--- src/rtl/tlp_wr2axis.sv ---
// TLP memory-write sink: grants TLP slots, accepts payload beats and rebuilds a 64-bit AXI4-Stream with SOF/EOF/tlast tags.
// Optional address-window check enabled by defining TLP_WR2AXIS_ADDR_CHECK_EN (adds sticky err_addr output).
module tlp_wr2axis #(
  parameter int MAX_PCIE_PAYLOAD_SIZE = 128,
  parameter int FIFO_DEPTH            = 64
) (
  input  logic        axi_clk,
  input  logic        axi_reset_n,
  input  logic [63:0] frame_base_addr,
  input  logic [31:0] frame_size,
  input  logic        tlp_req_to_send,
  output logic        tlp_grant,
  input  logic [6:0]  tlp_fmt_type,
  input  logic [9:0]  tlp_length_in_dw,
  input  logic [63:0] tlp_address,
  input  logic [7:0]  tlp_ldwbe_fdwbe,
  input  logic        tlp_src_rdy_n,
  output logic        tlp_dst_rdy_n,
  input  logic [63:0] tlp_data,
  input  logic        m_axis_tready,
  output logic        m_axis_tvalid,
  output logic [63:0] m_axis_tdata,
  output logic [1:0]  m_axis_tuser,
  output logic        m_axis_tlast,
  output logic [31:0] tlp_count,
  output logic        err_fmt
`ifdef TLP_WR2AXIS_ADDR_CHECK_EN
  ,
  output logic        err_addr
`endif
);

  localparam int AW          = $clog2(FIFO_DEPTH);
  localparam int RESERVE     = MAX_PCIE_PAYLOAD_SIZE / 8;
  localparam int GRANT_LIMIT = FIFO_DEPTH - RESERVE;
  localparam int WW          = 67;

  localparam logic [6:0] FMT_MWR32 = 7'b1000000;
  localparam logic [6:0] FMT_MWR64 = 7'b1100000;

  typedef enum logic [2:0] {S_IDLE, S_GRANT, S_HDR, S_DATA, S_DROP} state_t;

  state_t state_reg, state_next;

  logic [9:0]  rem_reg;
  logic [63:0] addr_reg;
  logic [10:0] len_reg;
  logic [7:0]  be_unused_reg;
  logic [31:0] tlp_count_reg;
  logic        err_fmt_reg;

  logic [AW:0]   count_reg;
  logic [AW-1:0] wr_ptr_reg, rd_ptr_reg, rd_ptr_next;
  logic [WW-1:0] mem [FIFO_DEPTH];
  logic [WW-1:0] rd_q_reg, byp_reg, head;
  logic          byp_sel_reg;

  logic [10:0] len_dw, nbeats;
  logic [63:0] frame_end, hdr_end, lat_end;
  logic        fmt_ok, addr_ok, hdr_fwd;
  logic        rx_state, full, dst_rdy, xfer, hdr_xfer;
  logic        hdr_last, body_last;
  logic        push, pop, push_sof, push_eof, push_last;
  logic [WW-1:0] push_word;

  // Header decode: a length of zero encodes the maximum 1024 DW.
  always_comb begin
    len_dw    = (tlp_length_in_dw == 10'd0) ? 11'd1024 : {1'b0, tlp_length_in_dw};
    nbeats    = (len_dw + 11'd1) >> 1;
    frame_end = frame_base_addr + {32'b0, frame_size};
    hdr_end   = tlp_address + {51'b0, len_dw, 2'b00};
    lat_end   = addr_reg + {51'b0, len_reg, 2'b00};
    fmt_ok    = (tlp_fmt_type == FMT_MWR32) || (tlp_fmt_type == FMT_MWR64);
`ifdef TLP_WR2AXIS_ADDR_CHECK_EN
    addr_ok   = (tlp_address >= frame_base_addr) && (hdr_end <= frame_end);
`else
    addr_ok   = 1'b1;
`endif
    hdr_fwd   = fmt_ok && addr_ok;
  end

  always_comb begin
    rx_state  = (state_reg == S_HDR) || (state_reg == S_DATA) || (state_reg == S_DROP);
    full      = (count_reg == FIFO_DEPTH[AW:0]);
    dst_rdy   = rx_state && !full;
    xfer      = dst_rdy && !tlp_src_rdy_n;
    hdr_xfer  = xfer && (state_reg == S_HDR);
    hdr_last  = (nbeats == 11'd1);
    body_last = (rem_reg == 10'd1);
    push      = (hdr_xfer && hdr_fwd) || (xfer && (state_reg == S_DATA));
    push_sof  = (state_reg == S_HDR) && (tlp_address == frame_base_addr);
    push_last = (state_reg == S_HDR) ? hdr_last : body_last;
    push_eof  = push_last &&
                ((state_reg == S_HDR) ? (hdr_end == frame_end) : (lat_end == frame_end));
    push_word = {push_last, push_eof, push_sof, tlp_data};
  end

  always_ff @(posedge axi_clk) begin
    if (!axi_reset_n) state_reg <= S_IDLE;
    else              state_reg <= state_next;
  end

  // Grant only when a full max-size payload is guaranteed to fit in the FIFO.
  always_comb begin
    state_next = state_reg;
    unique case (state_reg)
      S_IDLE:  if (tlp_req_to_send && (count_reg <= GRANT_LIMIT[AW:0])) state_next = S_GRANT;
      S_GRANT: state_next = S_HDR;
      S_HDR: begin
        if (xfer) begin
          if (hdr_last)     state_next = S_IDLE;
          else if (hdr_fwd) state_next = S_DATA;
          else              state_next = S_DROP;
        end
      end
      S_DATA, S_DROP: if (xfer && body_last) state_next = S_IDLE;
      default: state_next = S_IDLE;
    endcase
  end

  always_comb begin
    tlp_grant     = (state_reg == S_GRANT);
    tlp_dst_rdy_n = !dst_rdy;
  end

  always_ff @(posedge axi_clk) begin
    if (!axi_reset_n) begin
      rem_reg       <= '0;
      addr_reg      <= '0;
      len_reg       <= '0;
      be_unused_reg <= '0;
      tlp_count_reg <= '0;
      err_fmt_reg   <= 1'b0;
    end else begin
      if (hdr_xfer) begin
        addr_reg      <= tlp_address;
        len_reg       <= len_dw;
        be_unused_reg <= tlp_ldwbe_fdwbe;
        rem_reg       <= nbeats[9:0] - 10'd1;
      end else if (xfer) begin
        rem_reg <= rem_reg - 10'd1;
      end
      if (push && push_last) tlp_count_reg <= tlp_count_reg + 32'd1;
      if (hdr_xfer && !fmt_ok) err_fmt_reg <= 1'b1;
    end
  end

`ifdef TLP_WR2AXIS_ADDR_CHECK_EN
  logic err_addr_reg;

  always_ff @(posedge axi_clk) begin
    if (!axi_reset_n)                        err_addr_reg <= 1'b0;
    else if (hdr_xfer && fmt_ok && !addr_ok) err_addr_reg <= 1'b1;
  end

  assign err_addr = err_addr_reg;
`endif

  assign tlp_count = tlp_count_reg;
  assign err_fmt   = err_fmt_reg;

  // FWFT FIFO over a registered-read RAM; a bypass register covers a write to the next read slot.
  assign pop         = m_axis_tvalid && m_axis_tready;
  assign rd_ptr_next = pop ? rd_ptr_reg + 1'b1 : rd_ptr_reg;

  always_ff @(posedge axi_clk) begin
    if (push) mem[wr_ptr_reg] <= push_word;
  end

  always_ff @(posedge axi_clk) begin
    rd_q_reg <= mem[rd_ptr_next];
  end

  always_ff @(posedge axi_clk) begin
    if (!axi_reset_n) begin
      wr_ptr_reg  <= '0;
      rd_ptr_reg  <= '0;
      count_reg   <= '0;
      byp_reg     <= '0;
      byp_sel_reg <= 1'b0;
    end else begin
      rd_ptr_reg  <= rd_ptr_next;
      byp_reg     <= push_word;
      byp_sel_reg <= push && (wr_ptr_reg == rd_ptr_next);
      if (push) wr_ptr_reg <= wr_ptr_reg + 1'b1;
      unique case ({push, pop})
        2'b10:   count_reg <= count_reg + 1'b1;
        2'b01:   count_reg <= count_reg - 1'b1;
        default: count_reg <= count_reg;
      endcase
    end
  end

  assign head          = byp_sel_reg ? byp_reg : rd_q_reg;
  assign m_axis_tvalid = (count_reg != '0);
  assign m_axis_tdata  = m_axis_tvalid ? head[63:0]  : 64'd0;
  assign m_axis_tuser  = m_axis_tvalid ? head[65:64] : 2'd0;
  assign m_axis_tlast  = m_axis_tvalid ? head[66]    : 1'b0;

endmodule

--- config.mk ---
export PLATFORM = sky130hd
export DESIGN_NAME = tlp_wr2axis
export DESIGN_NICKNAME = d
export VERILOG_FILES = /design/src/rtl/tlp_wr2axis.sv
export SDC_FILE = /design/constraint.sdc
export NUM_CORES = 2
export LEC_CHECK = 0
export BUFFER_PORTS_ARGS = -buffer_cell sky130_fd_sc_hd__buf_2
export CAP_MARGIN = 20
export CORE_MARGIN = 3
export CORE_UTILIZATION = 55
export CTS_CLUSTER_DIAMETER = 80
export DETAILED_ROUTE_END_ITERATION = 8
export PLACE_DENSITY = 0.74
export SLEW_MARGIN = 20
export SYNTH_ARGS = -nofsm -noshare
export SYNTH_HDL_FRONTEND = slang
export SYNTH_MEMORY_MAX_BITS = 65536
export SYNTH_SLANG_ARGS = --single-unit
--- constraint.sdc ---
create_clock -name axi_clk -period 7.35 [get_ports axi_clk]
set_input_delay 0.3675 -clock axi_clk [delete_from_list [all_inputs] [get_ports axi_clk]]
set_output_delay 0.3675 -clock axi_clk [all_outputs]
set_load 0.01 [all_outputs]
* Yosys cells after proc, flatten, opt, wreduce, memory -nomap -nowiden *
Memories as Yosys holds them, arrays and structs flattened. A register that Yosys moved wholly into a read port is not among the register bits.
Cells that the tools add are included.

word-level totals
  register bits = 208
  bits in writable memories = 4,288
  input bits = 254
  output and inout port bits = 103
  logic and storage cells = 89
  memories kept = 1

cells by class
  add/subtract/negate cells = 11
  $lt $le $gt $ge = 1
  equality and inequality tests = 18
  multiplexer cells = 19
  reductions and logical operators = 28

memories
  name  words  width  read ports  clocked after memory_dff  wr ports  RTL line  RTL
  mem   64     67     1           1                         1         54        logic [WW-1:0] mem [FIFO_DEPTH];

operators by type and width
  kind                     number
  $eq A64 B64 Y1           3
  $add A64 B13 Y64         2
  $mux W67                 1
  $add A64 B32 Y64         1
  $mux W64                 1
  $add A32 B1 Y32 const B  1
  $eq A7 B7 Y1 const B     3
  $eq A10 B1 Y1 const B    2
  $mux W10                 2
  $sub A10 B1 Y10 const B  2
  $mux W3                  5
  $pmux W7 S2              1
  $logic_and A1 B1 Y1      13
  $add A6 B1 Y6 const B    2
  $pmux W3 S4              1
  $add A11 B1 Y11 const B  1
  $mux W11                 1
  $logic_not A10 Y1        1
  $add A7 B1 Y7 const B    1
  $le A7 B6 Y1 const B     1
  $reduce_bool A7 Y1       1
  $sub A7 B1 Y7 const B    1
  $eq A3 B2 Y1 const B     2
  $eq A6 B6 Y1             1
  14 further kinds         27

* Longest topological paths before layout *
  depth in word-level cells = 10
  mapped depth = 20
  gate-level depth less buffers = 19

* Worst setup path before layout *
No wires, ideal clock.

  path type = register -> register
  start point = register state_reg[2]
  end point = memory mem[0][64], data pin
  setup time = 873 ps
  arrival = 6,046 ps
  data required time = 6,477 ps
  slack = 431 ps
  stages on the path, launching flop included = 11
  path buffers = 5
  period minus slack after synthesis = 6,919 ps
  path through = dfxtp_1 clkbuf_1 nor3b_1 buf_2 buf_2 buf_1 buf_1 nand4_1 nor4_1 nand3_1 nor4_1

between the ends
  longest elaborated chain between the ends = 2

ends and longest elaborated chain
  element                 RTL line  RTL
  from (decl)             43        state_t state_reg, state_next;
  from (signal assigned)  100       else state_reg <= state_next;
  $eq A3 B2 Y1            91        push_sof = (state_reg == S_HDR) && (tlp_address == frame_base_addr);
  $logic_and A1 B1 Y1     91
  net push_sof            63        logic push, pop, push_sof, push_eof, push_last;
  to (decl)               54

The timed path passes the listed nets, and every way through them passes these cells.

* Worst setup path in the final report *
  start point = input port tlp_length_in_dw[1]
  end point = memory mem[26][65], data pin

between the ends
  longest elaborated chain between the ends = 6
  elaborated cells on any way between the ends = 9
  classes of those cells = add/sub: 2; eq/ne: 2; mux: 3; reduce/logical: 2

ends and longest elaborated chain
  element                                                     RTL line  RTL
  from (decl)                                                 14        input logic [9:0] tlp_length_in_dw,
  $logic_not A10 Y1 *                                         68        len_dw = (tlp_length_in_dw == 10'd0) ? 11'd1024 : {1'b0, tlp_length_in_dw};
  $mux W11 *                                                  68
  net len_dw[10]                                              58        logic [10:0] len_dw, nbeats;
  $add A64 B13 Y64 / $add A11 B1 Y11 (equally long branches)  71, 69
  $eq A64 B64 Y1 / $eq A10 B1 Y1 (equally long branches)      94, 88
  $mux W1 (on tied branches)                                  94, 92
  $logic_and A1 B1 Y1 *                                       93        push_eof = push_last &&
  net push_eof                                                63

The timed path passes the listed nets; every way through them passes the cells marked *.

==> results by group <==
Outcome
  • Status: finished, final reports clean

Synth
  • Sequential cell area fraction in the yosys report: 74.1%
  • Yosys top cell area share: just over 70%
  • Synth top area cells: edfxtp_1 71%, mux4_2 17%, dfxtp_1 3.0%
  • List of most frequent post-synthesis cells: 4288 x edfxtp_1, 1407 x mux4_2, 308 x nand2_1, 304 x nor2_1, 275 x dfxtp_1
  • Number of synthesized flops with an enable pin: 4288
  • Most used flip-flop cell after synthesis: edfxtp_1
  • Distinct cells, synth: 92
  • Mean post-synth cell area: between 20 and 25 sq um
  • Post-synth top area cell: edfxtp_1
  • Synth Cell Area: 0.181 sq mm
  • Most used standard cell by instance count after synthesis: edfxtp_1
  • Post-Syn Instances: 8564
  • Mapped Nets: 8888
  • Async set or reset register ratio after synthesis: 0%
  • Synth Warn #: 0
  • Synthesized flop and latch total: 4563

Global routing
  • Pin count of the biggest net entering global routing: 120
  • Total grt overflow: 0
  • Global-route wire length before repair: 745000 um
  • All-Layer GR Usage: 31.5%
  • Initial antenna violation count: 56
  • Vias in the first global route: 95800

Final layout
  • Non-Filler Instances: 14000
  • FF+latch area: around 0.13 sq mm
  • Multi-input gate area: 0.0455 sq mm
  • Area grow syn2layout: 13.8%
  • Final nets: 9567
  • Max reg flops: 4288
  • Fill cells: 21200
  • Layout cell share with drive strength beyond 1: 28.7%

Clock tree
  • Post-CTS Setup Bufs: 0
  • Num CTS Buffers: 433
  • Clock Sink Count: 4563
  • CTS resizes: 0
  • CTS HTree Levels: 5
  • Clock latency on the worst-skew pair: 1.00 ns
  • CTS tree: yes
  • Root buffer cell: clkbuf_16
  • Clk buf depth: 4
  • Clock transition at path regs: ~0.06 ns

Setup path
  • Crit path DAT: approximately 6.6 ns
  • Worst path required time: about 8 ns
  • CP max-delay cell: dlygate4sd3_1
  • Kind of start point of the critical path: primary input
  • Crit path launch: tlp_length_in_dw[1]
  • Reg2Reg Setup Slack: 1.62 ns
  • R2r startpoint: len_reg[8]$_SDFFE_PN0P_
  • Crit path max fanout: 64
  • Largest stage delay on the critical path: approximately 0.56 ns
  • Reg2reg end: mem[26][65]$_DFFE_PP_
  • Crit Path Category: in2reg
  • R2r worst-path depth: 14
  • CP most frequent cell: ha_1
  • CP top delay family: simple AND/OR/NAND/NOR gates
  • CP endpoint kind: register
  • Cells along the critical path: dlygate4sd3_1, buf_2, inv_1, ha_1, nor4b_4, nand3_2, inv_1, nor2_1, ha_1, ha_1, and3_1, o311a_1, a211oi_2, o21ai_1, and3_1, a311o_1, o221ai_1, xnor2_1, o21ai_0, or4_4, nor4_4, buf_4
  • Worst Path Buf+Inv: 5

Run
  • Max Cap Violations: 0

Placed design
  • Post-DP HPWL: 285000 um
  • Gpl congestion: 0.966
  • Inst Count DP: between 10000 and 15000
  • Port buffer count: 347

Routing
  • Vias: 95400
  • Drt first pass iters: 6
  • DRC Markers: 0
  • Post-route ant nets: 0
  • Vias per inst: ~6.8
  • Avg WL per Cell: 37.7 um
  • DRT iter0 DRCs: 15300
  • DRT Wirelength: 528000 um

Power
  • Clock network fraction of total power: between 40 and 50%
  • Int Power: 42.3 mW
  • Peak supply drop: 228 uV
  • Logic pwr share: 4.0%
  • Sw Pwr: 11.2 mW
  • Sw Ratio: 21.0%
  • Power per cell area: 260 mW/mm^2
  • Seq pwr share: 53.2%
  • Leak: about 66 nW

Die
  • Initial Util: 55.3%
  • Core area: 0.328 sq mm
  • Die X: around 580 um
  • Ports: 357
  • DIE HEIGHT: ~580 um
  • Die area: roughly 0.34 sq mm
  • Rows: 210

Worst hold path
  • Min-Delay Endpoint: mem[16][15]$_DFFE_PP_
  • Worst min path class: in2reg
  • Hold path startpoint: tlp_data[15]
  • Min-Delay Path Depth: 1

Timing
  • Skew final: approximately 0.084 ns
  • Pins Over Slew Limit: 0
  • Setup violations, final: 0
  • Setup TNS Final: 0 ns
  • Tcrit/Tclk final: about four fifths
  • Tmin final: 5.95 ns
  • Final hold viol count: 0
  • Slew of the pin with the lowest slew margin: 1.16 ns
  • FMAX: 0.168 GHz
  • Max_slew headroom: 22.5%
  • RSZ-0062 raised after global routing: false
[metal layers]
metal  track usage [%]  vias to the layer above  part of all wire (%)
li1                  -                    37100                     -
met1              42.7                    49900                    35
met2              49.6                     7122                    48
met3              7.67                     1221                    12
met4              12.8                       22                   4.5
met5                 0                        -                 0.027
[cell families after synthesis]
family / Yosys count / synth area share [%]
AO/OA/AOI/OAI: 502 / 1.75
buffers and inverters: 507 / 1.18
XOR/XNOR: 314 / 1.54
adder cells (fa/ha/maj): 71 / 0.501
flip-flops: 4563 / 74.1
multiplexers: 1499 / 18.0
AND/OR/NAND/NOR: 1108 / 2.97
[layout by cell type (no fill, tap or decap), types with 27 or more instances in the layout]
master,n
o211ai_1,33
mux4_2,1407
and2_1,87
buf_4,159
nor3_1,59
dfxtp_1,274
bufinv_16,54
ha_1,67
clkbuf_16,439
clkbuf_1,77
xnor2_1,206
dlygate4sd3_1,105
and3_1,35
nand4_1,70
buf_12,111
a211oi_1,27
clkinv_1,94
nor2_4,65
inv_1,49
a21oi_1,193
nor2_1,239
buf_2,325
nor4_1,33
nand3_1,94
o21ai_0,83
diode_2,30
xor2_1,100
nand2_1,306
edfxtp_1,4288
mux2i_1,87
clkinv_2,88
[power by group through the flow]
stage / combinational, mW / clock (mW) / sequential [mW]
global route: 2.31 / 24.1 / 28.5
detailed placement: 2.06 / 0 / 29.1
finish: 2.15 / 22.9 / 28.5
floorplan: 1.19 / 0 / 29.0
global placement: 2.02 / 0 / 29.0
CTS: 2.11 / 23.1 / 28.5
[layout make-up]
cell class	instances	area share (%)
Inverter	50	0.0922
Clock inverter	278	1.48
Tap cell	4346	2.64
Multi-Input combinational cell	3494	22.1
Timing Repair Buffer	701	2.97
Clock buffer	538	5.61
Antenna cell	30	0.0364
Sequential cell	4563	65.1
[worst max-delay path by stage]
stage | to | slack [ns] | cells past startpoint
2_1_floorplan | mem[0][64]$_DFFE_PP_ | 0.43 | 10
3_3_place_gp | mem[21][65]$_DFFE_PP_ | 1.14 | 21
3_5_place_dp | mem[15][65]$_DFFE_PP_ | 1.09 | 19
4_1_cts | mem[30][65]$_DFFE_PP_ | 1.49 | 20
5_1_grt | mem[27][65]$_DFFE_PP_ | 1.04 | 22
6_report | mem[26][65]$_DFFE_PP_ | 1.40 | 22
[what timing repair did]
action,CTS,global route
hold endpoints to repair,117,962
setup endpoints to repair,0,0
hold buffers,83,22
[per-stage QoR]
step | area [sq um] | utilization [%] | power (mW) | hold slack [ns] | setup slack, ns
after CTS | 206000 | 62.8 | 53.7 | 0.00209 | 1.49
after global placement | 190000 | 58.1 | 31.1 | 0.443 | 1.14
after global routing | 206000 | 62.9 | 54.9 | 0.112 | 1.04
final | 206000 | 62.9 | 53.6 | 0.103 | 1.40
after detailed placement | 190000 | 58.1 | 31.1 | 0.450 | 1.09
after floorplan | 181000 | - | 30.2 | 0.436 | 0.431
No activity file was read; power rests on OpenSTA's default activity.
